==> src/rtl/tl_ul_buffer_param.sv <==
// ----------------------------------------------------------------------------
// tl_ul_buffer_param
//   TileLink-UL channel buffer placed between a TL master port and a TL slave
//   port. It holds an independent A-channel (request) FIFO and D-channel
//   (response) FIFO. Each channel has its own depth (0 = wire), its own FLOW
//   mode (bypass when empty) and its own PIPE mode (accept when full while the
//   head leaves). The beat contents are opaque and pass through unchanged.
//
// Ports
//   clock, reset_n           : clock (rising edge), async active-low reset
//   a_in_*  / a_out_*        : A channel, master side in, slave side out
//   d_in_*  / d_out_*        : D channel, slave side in, master side out
//   a_count / d_count        : current occupancy of each queue
// ----------------------------------------------------------------------------

// Generic valid/ready FIFO used for both channels.
module tl_ul_queue #(
    parameter int W     = 8,
    parameter int DEPTH = 2,
    parameter int FLOW  = 0,
    parameter int PIPE  = 0,
    parameter int CW    = 2
) (
    input  logic          clock,
    input  logic          reset_n,
    input  logic          i_in_valid,
    output logic          o_in_ready,
    input  logic [W-1:0]  i_in_bits,
    output logic          o_out_valid,
    input  logic          i_out_ready,
    output logic [W-1:0]  o_out_bits,
    output logic [CW-1:0] o_count
);

    if (DEPTH == 0) begin : g_wire
        // Pure pass-through: no storage, FLOW/PIPE have nothing to act on.
        assign o_out_valid = i_in_valid;
        assign o_out_bits  = i_in_bits;
        assign o_in_ready  = i_out_ready;
        assign o_count     = '0;
    end else begin : g_fifo
        localparam int PW      = (DEPTH > 1) ? $clog2(DEPTH) : 1;
        localparam bit FLOW_EN = (FLOW != 0);
        localparam bit PIPE_EN = (PIPE != 0);

        logic [W-1:0]  r_mem [DEPTH];
        logic [PW-1:0] r_enq_ptr;
        logic [PW-1:0] r_deq_ptr;
        logic [CW-1:0] r_count;

        logic w_empty;
        logic w_full;
        logic w_bypass;
        logic w_enq;
        logic w_deq;

        // Wrap explicitly so non-power-of-2 depths cycle through 0..DEPTH-1.
        function automatic logic [PW-1:0] f_next(input logic [PW-1:0] p);
            return (p == PW'(DEPTH - 1)) ? '0 : p + 1'b1;
        endfunction

        assign w_empty = (r_count == '0);
        assign w_full  = (r_count == CW'(DEPTH));

        // A beat that arrives at an empty FLOW queue and is taken at once
        // never touches storage.
        assign w_bypass = FLOW_EN && w_empty && i_in_valid && i_out_ready;

        assign o_out_valid = !w_empty || (FLOW_EN && i_in_valid);
        assign o_out_bits  = (FLOW_EN && w_empty) ? i_in_bits : r_mem[r_deq_ptr];
        assign o_in_ready  = !w_full || (PIPE_EN && i_out_ready);
        assign o_count     = r_count;

        assign w_enq = i_in_valid && o_in_ready && !w_bypass;
        assign w_deq = o_out_valid && i_out_ready && !w_bypass;

        // NOTE: storage is not reset; the count guarantees no stale entry is
        // ever presented, and leaving it unreset keeps it a plain RAM array.
        always_ff @(posedge clock) begin
            if (w_enq) begin
                r_mem[r_enq_ptr] <= i_in_bits;
            end
        end

        // NOTE: sequential state uses non-blocking assignments so every
        // register samples the pre-edge values of the others.
        always_ff @(posedge clock or negedge reset_n) begin
            if (!reset_n) begin
                r_enq_ptr <= '0;
                r_deq_ptr <= '0;
                r_count   <= '0;
            end else begin
                if (w_enq) begin
                    r_enq_ptr <= f_next(r_enq_ptr);
                end
                if (w_deq) begin
                    r_deq_ptr <= f_next(r_deq_ptr);
                end
                if (w_enq && !w_deq) begin
                    r_count <= r_count + 1'b1;
                end else if (!w_enq && w_deq) begin
                    r_count <= r_count - 1'b1;
                end
            end
        end
    end

endmodule

module tl_ul_buffer_param #(
    parameter int AW      = 14,
    parameter int DW      = 32,
    parameter int SRCW    = 4,
    parameter int SZW     = 3,
    parameter int A_DEPTH = 2,
    parameter int D_DEPTH = 2,
    parameter int A_FLOW  = 0,
    parameter int D_FLOW  = 0,
    parameter int A_PIPE  = 0,
    parameter int D_PIPE  = 0
) (
    input  logic                                          clock,
    input  logic                                          reset_n,
    input  logic                                          a_in_valid,
    output logic                                          a_in_ready,
    input  logic [7+SZW+SRCW+AW+DW/8+DW-1:0]              a_in_bits,
    output logic                                          a_out_valid,
    input  logic                                          a_out_ready,
    output logic [7+SZW+SRCW+AW+DW/8+DW-1:0]              a_out_bits,
    input  logic                                          d_in_valid,
    output logic                                          d_in_ready,
    input  logic [7+SZW+SRCW+DW-1:0]                      d_in_bits,
    output logic                                          d_out_valid,
    input  logic                                          d_out_ready,
    output logic [7+SZW+SRCW+DW-1:0]                      d_out_bits,
    output logic [((A_DEPTH > 0) ? $clog2(A_DEPTH+1) : 1)-1:0] a_count,
    output logic [((D_DEPTH > 0) ? $clog2(D_DEPTH+1) : 1)-1:0] d_count
);

    localparam int AB = 7 + SZW + SRCW + AW + DW/8 + DW;
    localparam int DB = 7 + SZW + SRCW + DW;
    localparam int CA = (A_DEPTH > 0) ? $clog2(A_DEPTH + 1) : 1;
    localparam int CD = (D_DEPTH > 0) ? $clog2(D_DEPTH + 1) : 1;

    tl_ul_queue #(
        .W     (AB),
        .DEPTH (A_DEPTH),
        .FLOW  (A_FLOW),
        .PIPE  (A_PIPE),
        .CW    (CA)
    ) u_a_queue (
        .clock       (clock),
        .reset_n     (reset_n),
        .i_in_valid  (a_in_valid),
        .o_in_ready  (a_in_ready),
        .i_in_bits   (a_in_bits),
        .o_out_valid (a_out_valid),
        .i_out_ready (a_out_ready),
        .o_out_bits  (a_out_bits),
        .o_count     (a_count)
    );

    tl_ul_queue #(
        .W     (DB),
        .DEPTH (D_DEPTH),
        .FLOW  (D_FLOW),
        .PIPE  (D_PIPE),
        .CW    (CD)
    ) u_d_queue (
        .clock       (clock),
        .reset_n     (reset_n),
        .i_in_valid  (d_in_valid),
        .o_in_ready  (d_in_ready),
        .i_in_bits   (d_in_bits),
        .o_out_valid (d_out_valid),
        .i_out_ready (d_out_ready),
        .o_out_bits  (d_out_bits),
        .o_count     (d_count)
    );

endmodule
==> config.mk <==
export PLATFORM = sky130hd
export DESIGN_NAME = tl_ul_buffer_param
export DESIGN_NICKNAME = d
export VERILOG_FILES = /design/src/rtl/tl_ul_buffer_param.sv
export SDC_FILE = /design/constraint.sdc
export NUM_CORES = 1
export LEC_CHECK = 0
export ABC_AREA = 1
export BUFFER_PORTS_ARGS = -buffer_cell sky130_fd_sc_hd__buf_2
export CAP_MARGIN = 20
export CORE_UTILIZATION = 30
export CTS_CLUSTER_DIAMETER = 100
export CTS_CLUSTER_SIZE = 25
export DETAILED_ROUTE_END_ITERATION = 8
export SLEW_MARGIN = 20
export SYNTH_ARGS = -nofsm -noshare
export SYNTH_HDL_FRONTEND = slang
export SYNTH_SLANG_ARGS = --single-unit
==> constraint.sdc <==
create_clock -name clock -period 6.3 [get_ports clock]
set_clock_uncertainty 0.15 [all_clocks]
set_input_delay 0.315 -clock clock [delete_from_list [all_inputs] [get_ports clock]]
set_output_delay 0.315 -clock clock [all_outputs]
set_load 0.02 [all_outputs]
# Word level (Yosys, flattened, before mapping)
# Memory sizes are Yosys's and may differ from the RTL's.
# Cells that the tools add are included.
word_totals:
  regBits: 8
  ram_bits: 220
  in_bits: 116
  output_inout_bits: 118
  wordCells: 50
  memories: 2
classes:
  add_sub_neg: 8
  n_eq_ne: 2
  n_mux: 12
  reduce_logical: 20
mem_list:
  columns: ["name", "depth", "width", "rd", "rd_ports_with_merged_regs", "wr", "line", "rtl"]
  rows:
  - ["u_a_queue.g_fifo.r_mem", 2, 64, 1, 0, 1, "46", "logic [W-1:0] r_mem [DEPTH];"]
  - ["u_d_queue.g_fifo.r_mem", 2, 46, 1, 0, 1, "46", null]
ops:
  columns: ["cell", "count"]
  rows:
  - ["$logic_and A1 B1 Y1", 8]
  - ["$logic_not A1 Y1", 8]
  - ["$mux W1", 8]
  - ["$mux W2", 4]
  - ["$add A1 B1 Y1 const B", 4]
  - ["$add A2 B1 Y2 const B", 2]
  - ["$eq A2 B2 Y1 const B", 2]
  - ["$logic_not A2 Y1", 2]
  - ["$reduce_bool A2 Y1", 2]
  - ["$sub A2 B1 Y2 const B", 2]

# Longest topological paths before layout
# Gate-level depths: netlist of the first run.
depth:
  word_depth: 7
  depth_mapped: 10

# Modules after synthesis
# A second synthesis of the first run with hierarchy kept.
hier_totals:
  cells_unflattened: 632
  hier_area_um2: 8463.1
modules_own_cells:
  columns: ["mod", "n_inst", "cells_per_inst", "area_per_inst_um2", "seq_area_each_um2"]
  rows:
  - ["tl_ul_queue (u_a_queue)", 1, 363, 4872.2, 3943.8]
  - ["tl_ul_queue (u_d_queue)", 1, 269, 3590.9, 2862.7]

# Worst setup path before layout of the first run
# Ideal clock, no wire load.
synth_timing:
  path_kind: "register to register"
  start: "reg u_a_queue.g_fifo.r_count[0] (netlist: u_a_queue.o_count[0])"
  end: "mem u_a_queue.g_fifo.r_mem[0][0] (netlist bit), enable pin"
  setup_ns: 0.486
  arrival_ns: 3.611
  t_required_ns: 5.664
  slack_ns: 2.053
  stages_incl_launch_ff: 5
  path_buffers: 0
  synth_period_minus_slack_ns: 4.247
  cell_sequence: "dfrtp_1 -> inv_1 -> nand2_1 -> nand2_1 -> nor2_1"
synth_between:
  elab_chain_len: 5
synth_lines:
  columns: ["element", "line", "rtl"]
  rows:
  - ["start: declaration", "49", "logic [CW-1:0] r_count;"]
  - ["start signal: assignment", "100", "r_count <= r_count + 1'b1;"]
  - ["start signal: assignment", "102", "r_count <= r_count - 1'b1;"]
  - ["$eq A2 B2 Y1", "63", "assign w_full = (r_count == CW'(DEPTH));"]
  - ["$logic_not A1 Y1", "71", "assign o_in_ready = !w_full || (PIPE_EN && i_out_ready);"]
  - ["net a_in_ready", "125", "output logic a_in_ready,"]
  - ["$logic_and A1 B1 Y1", "74", "assign w_enq = i_in_valid && o_in_ready && !w_bypass;"]
  - ["$mux W1", "80", "if (w_enq) begin"]
  - ["$mux W1 (not written as such)", "81", "r_mem[r_enq_ptr] <= i_in_bits;"]
  - ["end: declaration", "46", null]
# The timed path passes the listed nets, and every way through them passes these cells.

# Worst setup path after layout of the first run
layout_timing:
  start: "reg u_a_queue.g_fifo.r_deq_ptr"
  end: "out a_out_bits[12]"
layout_between:
  elab_chain_len: 1
layout_lines:
  columns: ["element", "line", "rtl"]
  rows:
  - ["start: declaration", "48", "logic [PW-1:0] r_deq_ptr;"]
  - ["start signal: assignment", "97", "r_deq_ptr <= f_next(r_deq_ptr);"]
  - ["$mem_v2 Z2 W64", null, null]
  - ["end: declaration", "129", "output logic [7+SZW+SRCW+AW+DW/8+DW-1:0] a_out_bits,"]
# Every way passes these cells.

==> impl_metrics.toml, run 1 <==
[outcome]
outcome = "completed"

[detailed_routing]
viasPerCell = 4.205
drc = 0
drt_wl_total_mm = 19.57
firstDrtPassIters = 4
wl_per_cell_um = 14.38
drt_iter0_markers = 349
ant_nets = 0
vias = 5723

[place]
portBuffers = 233
gp_congestion = 0.6712
dpl.cell_count = 1226
hpwl_mm = 11.91

[synthesis]
synth.largest_area_cell = "edfxtp_1"
synth_top_family_by_area = "simple AND/OR/NAND/NOR gates"
synth_compound_area_share_pct = 0
ys_warn_count = 0
syn-cell-area_mm2 = 0.008436
synth_nets = 750
synthCells = 632
ys_ff_latch = 228
synthDistinctLibCells = 13
synth_top_area_share_pct = 78.32
synth_xor_area_share_pct = 0.4153
synth.avg_cell_area_um2 = 13.35
yosys.area_share.simple_pct = 16.14
synth.area.top_cells = "edfxtp_1, nand2_1, dfrtp_1"
synth_fa_ha_area_share_pct = 0.2966
synthMuxAreaShare_pct = 0
yosysSeqAreaShare_pct = 80.69

[final_layout]
n_antenna_cell = 0
nets = 1094
final_common_cell = "nand2_1"
finalNonFillerCells = 1361
areaGrowthSynthToFinish_pct = 36.53
final_cell_mix = "nand2_1, buf_2, edfxtp_1"
drive_above_1_share_pct = 26.86

[setup_path]
rrSetupSlack_ns = 3.92
r2r_end = "u_a_queue.g_fifo.r_mem[0][50]"
crit_slowest_cell = "buf_4"
max_stage_delay_ns = 0.51
worstSetupPathType = "reg2out"
critPathMaxFanout = 66
start_kind = "flop"
timing.rr.start = "u_a_queue.o_count[0]"
crit_arrival_ns = 2.52
path_cells = "buf_4 > inv_2 > buf_4 > nand2_1 > nand2_1 > buf_2"
end_kind = "output port"
required_ns = 5.83
rr_worst_depth = 5

[flow_run]
maxCapViolations = 0

[power_and_ir_drop]
p_sw_mw = 1.998
seqPwrFrac_pct = 43.0
p_per_area_mw_per_mm2 = 436.8
clkPwrFrac_pct = 17.2
intPower_mw = 3.033
combPwrFrac_pct = 39.8
p_leak_nw = 4.910
worst_ir_drop_vdd_mv = 0.3112
p_sw_share_pct = 39.71

[sta]
fin_crit_sh_pct = 47.43
final.setup.tns_ns = 0
rsz0062_at_grt = "false"
relSlewSlack_pct = 38.32
maxSlewViolCount = 0
fmax_mhz = 334.6
period_needed_ns = 2.988
setup_viol = 0
hold_violations = 0
worst_pin_slew_ns = 0.9252

[clock_tree]
path_clk_slew_ns = 0.10
cts-root-buf = "clkbuf_16"
htree_levels = 1
cts_inserted_buffers = 13
cts.path.max_buffers = 3
tritoncts = "yes"
clock_sinks = 228
post-cts-setup-buffers = 0
worst_skew_pair.late_latency_ns = 0.49

[floorplanning]
coreArea_mm2 = 0.02771
die_y_um = 169.7
dieArea_mm2 = 0.02879
initial_core_util_pct = 30.45
row_count = 61
io-pin-count = 234
die-width_um = 169.7

[worst_hold_path]
hold_class = "in2async"

[grt]
antenna_found_initial = 0
grt_max_degree = 67
overflow = 0
grt_pass1_vias = 5753
grt_pass1_wl_mm = 29.57
track_usage_pct = 13.11
critical path: cells and delay by family (launching register included):
family        cells  cell delay, ns
buf+inv           4            1.39
flops             1            0.40
simple gates      2            0.23
worst max-delay path by stage:
stage | startpoint | end | slack, ns | depth (start not counted)
final | u_a_queue.g_fifo.r_deq_ptr | a_out_bits[12] | 3.31 | 6
after global routing | u_a_queue.g_fifo.r_deq_ptr | a_out_bits[35] | 3.04 | 6
after CTS | u_a_queue.g_fifo.r_deq_ptr | a_out_bits[22] | 3.24 | 6
after detailed placement | u_a_queue.g_fifo.r_deq_ptr | a_out_bits[56] | 3.79 | 6
after global placement | u_a_queue.g_fifo.r_deq_ptr | a_out_bits[31] | 3.82 | 6
after floorplan | u_a_queue.o_count[0] | u_a_queue.g_fifo.r_mem[0][0] | 2.05 | 4
cell usage after synthesis, drive strengths merged:
library cell / n
nor2: 4
nand2: 350
buf: 24
xnor2: 2
inv: 14
nand4: 2
ha: 2
dfrtp: 8
nand3: 4
edfxtp: 220
xor2: 2
metrics by stage:
step | power [mW] | hold WS, ns | utilization (%) | setup WS (ns) | instance area [um2]
after global placement | 4.142 | 0.05783 | 36.11 | 3.818 | 10000
after floorplan | 3.489 | -0.1306 | - | 2.053 | 8436
after detailed placement | 4.163 | 0.06700 | 36.11 | 3.794 | 10000
after CTS | 5.091 | 0.08346 | 41.57 | 3.240 | 11520
after global routing | 5.353 | 0.1077 | 41.57 | 3.044 | 11520
final | 5.031 | 0.1129 | 41.57 | 3.312 | 11520
power by group through the flow:
stage | clock network (mW) | logic [mW] | registers, mW
floorplan | 0 | 1.27 | 2.22
global placement | 0 | 1.95 | 2.19
detailed placement | 0 | 1.97 | 2.20
CTS | 0.900 | 2.03 | 2.16
global route | 0.948 | 2.21 | 2.19
finish | 0.866 | 2.00 | 2.16
timing repair:
item                                    CTS  global route
gates resized for setup                   0             0
hold endpoints to repair                230             0
hold buffers                            113             0
endpoints found under the setup margin    0             0
logic make-up (layout without fill, tap and decap cells):
family / Yosys count / in the layout
simple gates: 360 / 360
flops: 228 / 228
buf+inv: 38 / 389
xor+xnor: 4 / 4
fa+ha+maj: 2 / 2
registers in the layout, indices dropped and copies added, names as in the netlist:
signal,count
u_d_queue.o_count,2
u_a_queue.o_count,2
u_a_queue.g_fifo.r_enq_ptr,1
u_d_queue.g_fifo.r_enq_ptr,1
u_d_queue.g_fifo.r_mem,92
u_d_queue.g_fifo.r_deq_ptr,1
u_a_queue.g_fifo.r_mem,128
u_a_queue.g_fifo.r_deq_ptr,1
layout make-up:
type                            instances  area [um2]
Fill cell                            2605       16190
Multi-Input combinational cell        366        1451
Clock buffer                           18       344.1
Tap cell                              378       473.0
Inverter                               14       52.55
Clock inverter                          4       38.79
Timing Repair Buffer                  353        2350
Sequential cell                       228        6808
routing by layer:
layer | wire length, um | GRT usage [%] | vias up
li1 | - | - | 2798
met1 | 8281 | 15.44 | 2678
met2 | 9085 | 22.93 | 228
met3 | 1853 | 4.571 | 19
met4 | 349 | 2.859 | 0
met5 | 0 | 0 | -
No activity file was read; power rests on OpenSTA's default activity.
==> inputs of run 2 (changes only) <==
==> constraint.sdc (replaced) <==
create_clock -name clock -period 3 [get_ports clock]
set_clock_uncertainty 0.15 [all_clocks]
set_input_delay 0.15 -clock clock [delete_from_list [all_inputs] [get_ports clock]]
set_output_delay 0.15 -clock clock [all_outputs]
set_load 0.02 [all_outputs]
==> run 2 against run 1 <==
Effect of this change:
- clock power grew 110%
- largest cell class unchanged
- global-route usage shrank 0.56 points
- first-iteration DRC count shrank 11%
- critical path type unchanged
- sequential share of layout area shrank 0.39 points
- largest power group unchanged
==> impl_metrics.toml, run 2 (synthesized netlist as in run 1, its figures left out) <==
[power_and_ir_drop]
p_total_mw = 10.59
worst_ir_drop_vdd_mv = 0.6412
p_per_area_mw_per_mm2 = 913.8
p_leak_nw = 4.936

[detailed_routing]
top_layer = "met4"
drc = 0
firstDrtPassIters = 4
drt_wl_total_mm = 18.77
dr_wl_met2_mm = 8.568
wl_met3_mm = 1.522
drt-met1-wl_mm = 8.331
wl_per_cell_um = 13.75
ant_nets = 0
drt_iter0_markers = 311
viasPerCell = 4.105
vias = 5604

[sta]
relSlewSlack_pct = 43.25
final.setup.tns_ns = 0
maxSlewViolCount = 0
period_needed_ns = 2.211
setup_viol = 0
hold-worst-slack_ns = 0.2385
hold_violations = 0
fin_crit_sh_pct = 73.68
rsz0062_at_grt = "false"
worst_pin_slew_ns = 0.8500
fmax_mhz = 452.4

[floorplanning]
dieArea_mm2 = 0.02879
die-width_um = 169.7
coreArea_mm2 = 0.02771
initial_core_util_pct = 30.45
io-pin-count = 234
die_y_um = 169.7
row_count = 61

[final_layout]
finalNonFillerCells = 1365
drive_above_1_share_pct = 26.85
nets = 1099
final_common_cell = "nand2_1"
largest_reg_flops = 128
areaGrowthSynthToFinish_pct = 37.44
final_cell_mix = "nand2_1, buf_2, edfxtp_1"
n_antenna_cell = 0
multi_input_area_mm2 = 0.001451
seq_area_mm2 = 0.006808
fillers = 2535
reg_top3 = "u_a_queue.g_fifo.r_mem (128), u_d_queue.g_fifo.r_mem (92)"
top_register = "u_a_queue.g_fifo.r_mem"
finish.utilization_pct = 41.85

[setup_path]
critPathMaxFanout = 47
start_kind = "flop"
worstSetupPathType = "reg2out"
crit_arrival_ns = 1.91
required_ns = 2.70
end_kind = "output port"

[grt]
grt_pass1_vias = 5512
overflow = 0
antenna_found_initial = 0
track_usage_pct = 12.55
grt_pass1_wl_mm = 28.16
grt_max_degree = 66

[clock_tree]
cts.path.max_buffers = 3
clock_sinks = 228
cts_resized = 0
path_clk_slew_ns = 0.10
tritoncts = "yes"
cts_inserted_buffers = 13
cts-root-buf = "clkbuf_16"
htree_levels = 1
worst_skew_pair.late_latency_ns = 0.47

[worst_hold_path]
hold_class = "in2reg"

[outcome]
outcome = "completed"

[place]
hpwl_mm = 11.53
gp_congestion = 0.6862
portBuffers = 233
dpl.cell_count = 1228

[flow_run]
maxCapViolations = 0
## run 2: changes by cell type in the layout (fill, tap and decap cells not counted), sizes merged
| cell | delta |
|---|---|
| dlygate4sd3 | +3 |
| buf | +2 |
| clkinv | -1 |
| clkinvlp | +1 |
| inv | -1 |
## run 2: stage by stage
| step | area (um2) | worst slack [ns] |
|---|---|---|
| after floorplan | 8451 | -0.4676 |
| after global placement | 10060 | 0.9260 |
| after detailed placement | 10060 | 0.8684 |
| after CTS | 11590 | 0.7327 |
| after global routing | 11590 | 0.6043 |
| final | 11590 | 0.7895 |
## run 2: final cells by class
class / count / share of cell area, %
clock inverters: 3 / 0.2806
multi-input cells: 366 / 12.52
well taps: 378 / 4.079
clock buffers: 18 / 2.968
inverters: 14 / 0.4533
repair buffers: 358 / 20.98
flip-flops and latches: 228 / 58.72
## run 2: repair_timing
| item | 4_1_cts | 5_1_grt |
|---|---|---|
| setup buffers | 0 | 0 |
| hold buffers | 116 | 0 |
| endpoints found under the hold margin | 234 | 0 |
## run 2: layer usage
metal	GRT usage (%)	up-vias
li1	-	2808
met1	16.03	2586
met2	21.22	195
met3	3.451	15
met4	2.624	0
met5	0	-
## run 2: path summary, 6_finish.rpt
| kind | start | to | slack [ns] | cells after the start |
|---|---|---|---|---|
| worst min-delay path | a_in_bits[49] | u_a_queue.g_fifo.r_mem[0][49] | 0.24 | 2 |
| worst min register to register | u_d_queue.o_count[0] | u_d_queue.o_count[0] | 0.38 | 1 |
| worst max register to register | u_d_queue.o_count[0] | u_d_queue.g_fifo.r_mem[1][20] | 0.85 | 5 |
| min in group asynchronous | reset_n | u_a_queue.g_fifo.r_enq_ptr | 0.60 | 3 |
| max in group asynchronous | reset_n | u_a_queue.g_fifo.r_deq_ptr | 1.71 | 3 |
| worst max-delay path | u_d_queue.g_fifo.r_deq_ptr | d_out_bits[37] | 0.79 | 4 |
## run 2: worst max-delay path: stages, from the launching register on
cell and delay [ns]:
dfrtp_1 0.40, inv_2 0.62, nand2_1 0.11, nand2_1 0.14
buf_2 0.18
## run 2: power by group
| group | internal [mW] | switching (mW) |
|---|---|---|
| Clock | 0.826 | 0.974 |
| Combinational | 1.24 | 3.03 |
| Sequential | 4.35 | 0.179 |
| Total | 6.41 | 4.19 |
==> inputs of run 3 (changes only) <==
==> constraint.sdc (replaced) <==
create_clock -name clock -period 2.3 [get_ports clock]
set_clock_uncertainty 0.15 [all_clocks]
set_input_delay 0.115 -clock clock [delete_from_list [all_inputs] [get_ports clock]]
set_output_delay 0.115 -clock clock [all_outputs]
set_load 0.02 [all_outputs]
==> run 3 against run 2 <==
Effect of this change:
- highest routed layer unchanged
- worst hold slack lost 0.047 ns
- sequential cell count is the same
- final area grew 1.5%
- non-clock buffer count grew 9
- critical path type unchanged
- largest cell class unchanged
- first-iteration DRC count shrank 22%
- count of clock-buffer cells in the layout is the same
- die area is the same
- global-route usage grew 0.81 points
- worst setup slack lost 0.38 ns
- combinational power grew 37%
==> impl_metrics.toml, run 3 (synthesized netlist as in run 1, its figures left out) <==
[outcome]
outcome = "completed"

[sta]
postLayoutSetupSlackWorst_ns = 0.4101
fin_crit_sh_pct = 82.17
maxSlewViolCount = 0
rsz0062_at_grt = "false"
final.setup.tns_ns = 0
worst_pin_slew_ns = 0.6009
period_needed_ns = 1.890
setup_viol = 0
fmax_mhz = 529.1
hold_violations = 0
relSlewSlack_pct = 59.85

[power_and_ir_drop]
p_sw_mw = 5.575
clkPwrFrac_pct = 16.8
intPower_mw = 8.571
worst_ir_drop_vdd_mv = 0.7236
seqPwrFrac_pct = 41.8
combPwrFrac_pct = 41.3
p_sw_share_pct = 39.41
p_per_area_mw_per_mm2 = 1202
p_leak_nw = 5.023
p_total_mw = 14.15

[final_layout]
nets = 1108
fillers = 2536
reg_top3 = "u_a_queue.g_fifo.r_mem (128), u_d_queue.g_fifo.r_mem (92)"
top_register = "u_a_queue.g_fifo.r_mem"
final_cell_mix = "nand2_1, buf_2, edfxtp_1"
finalNonFillerCells = 1376
drive_above_1_share_pct = 27.88
fin_area_mm2 = 0.01177
areaGrowthSynthToFinish_pct = 39.48
final_common_cell = "nand2_1"
largest_reg_flops = 128

[floorplanning]
die_y_um = 169.7
die-width_um = 169.7
coreArea_mm2 = 0.02771
row_count = 61
io-pin-count = 234
dieArea_mm2 = 0.02879
initial_core_util_pct = 30.45

[place]
placed_area_mm2 = 0.01022
dpl.cell_count = 1237
gp_congestion = 0.6897
portBuffers = 233
hpwl_mm = 12.72
preCtsSetupSlack_ns = 0.3818

[grt]
gr-usage-met1_pct = 16.09
grt_pass1_wl_mm = 30.13
grt_pass1_vias = 5663
grtUsageMet3_pct = 5.480
track_usage_pct = 13.36
grt_max_degree = 66
antenna_found_initial = 1
grtUsageMet2_pct = 22.52
overflow = 0
busiest_layer = "met2"

[clock_tree]
cts-root-buf = "clkbuf_16"
cts_inserted_buffers = 13
htree_levels = 1
clock_sinks = 228
tritoncts = "yes"
path_clk_slew_ns = 0.10
cts.path.max_buffers = 3
worst_skew_pair.late_latency_ns = 0.48

[setup_path]
end_kind = "output port"
path_buf_inv = 3
worstSetupPathType = "reg2out"
start_kind = "flop"
crit_slowest_cell = "dfrtp_2"
rr_worst_depth = 5
critPathMaxFanout = 43
crit_arrival_ns = 1.62
cpMostUsedCell = "nand2_1"
crit_family = "buffers and inverters"
max_stage_delay_ns = 0.44
rrSetupSlack_ns = 0.42
path_cells = "inv_2 > buf_12 > nand2_1 > nand2_1 > buf_2"
required_ns = 2.04
cp-startpoint = "u_a_queue.g_fifo.r_deq_ptr"
r2r_end = "u_a_queue.g_fifo.r_mem[1][54]"
timing.rr.start = "u_a_queue.o_count[0]"

[detailed_routing]
firstDrtPassIters = 4
drt_iter0_markers = 243
viasPerCell = 4.165
ant_nets = 0
wl_per_cell_um = 14.21
drt_wl_total_mm = 19.56
vias = 5731
drc = 0

[worst_hold_path]
min_to = "u_a_queue.g_fifo.r_mem[0][18]"
hold_class = "in2reg"
min_delay_path_depth = 2
min_from = "a_in_bits[18]"

[flow_run]
maxCapViolations = 0
## run 3: power by group through the flow
stage	Combinational (mW)	Sequential [mW]	Clock, mW
final	5.85	5.92	2.38
after floorplan	3.51	6.04	0
after CTS	5.96	5.92	2.48
after global placement	5.74	5.99	0
after global routing	6.46	6.00	2.60
after detailed placement	5.78	6.01	0
## run 3: cell type report
class | count | area [um2] | share of cell area, %
Clock inverter | 4 | 36.28 | 0.3084
Tap cell | 378 | 473.0 | 4.020
Multi-Input combinational cell | 366 | 1461 | 12.42
Antenna cell | 1 | 2.502 | 0.02127
Sequential cell | 228 | 6809 | 57.87
Clock buffer | 18 | 344.1 | 2.924
Timing Repair Buffer | 367 | 2587 | 21.99
Inverter | 14 | 52.55 | 0.4466
## run 3: metal layers
metal | up-vias | wire [um]
met1 | 2670 | 8132
met5 | - | 0
met3 | 15 | 2188
met4 | 0 | 324
li1 | 2826 | -
met2 | 220 | 8913
## run 3: stage by stage
| step | hold slack, ns | util, % |
|---|---|---|
| 4_1_cts | 0.1616 | 42.46 |
| 3_3_place_gp | -0.1624 | 36.90 |
| 5_1_grt | 0.1751 | 42.47 |
| 2_1_floorplan | -0.3306 | - |
| 3_5_place_dp | -0.1592 | 36.90 |
| 6_report | 0.1918 | 42.47 |
## run 3: repair_timing
item / in CTS / in global routing
endpoints found under the hold margin: 234 / 0
resized for setup: 0 / 0
buffers inserted: 0 / 0
hold buffers: 116 / 0
## run 3: worst reg2reg max path, cell delays in order, from the launching register on
cell and delay (ns):
dfrtp_2 0.40, inv_1 0.09, nand2_4 0.07, nand2_2 0.10, nor2_4 0.49, buf_12 0.27
## run 3: how the worst max path moves through the flow
stage               depth (start not counted)                             to  slack, ns
detailed placement                          5  u_a_queue.g_fifo.r_mem[1][36]       0.38
global route                                5  u_a_queue.g_fifo.r_mem[1][54]       0.28
global placement                            5  u_a_queue.g_fifo.r_mem[1][36]       0.40
floorplan                                   4   u_d_queue.g_fifo.r_mem[0][0]      -0.42
finish                                      5                  a_out_bits[0]       0.41
CTS                                         5  u_a_queue.g_fifo.r_mem[1][54]       0.34
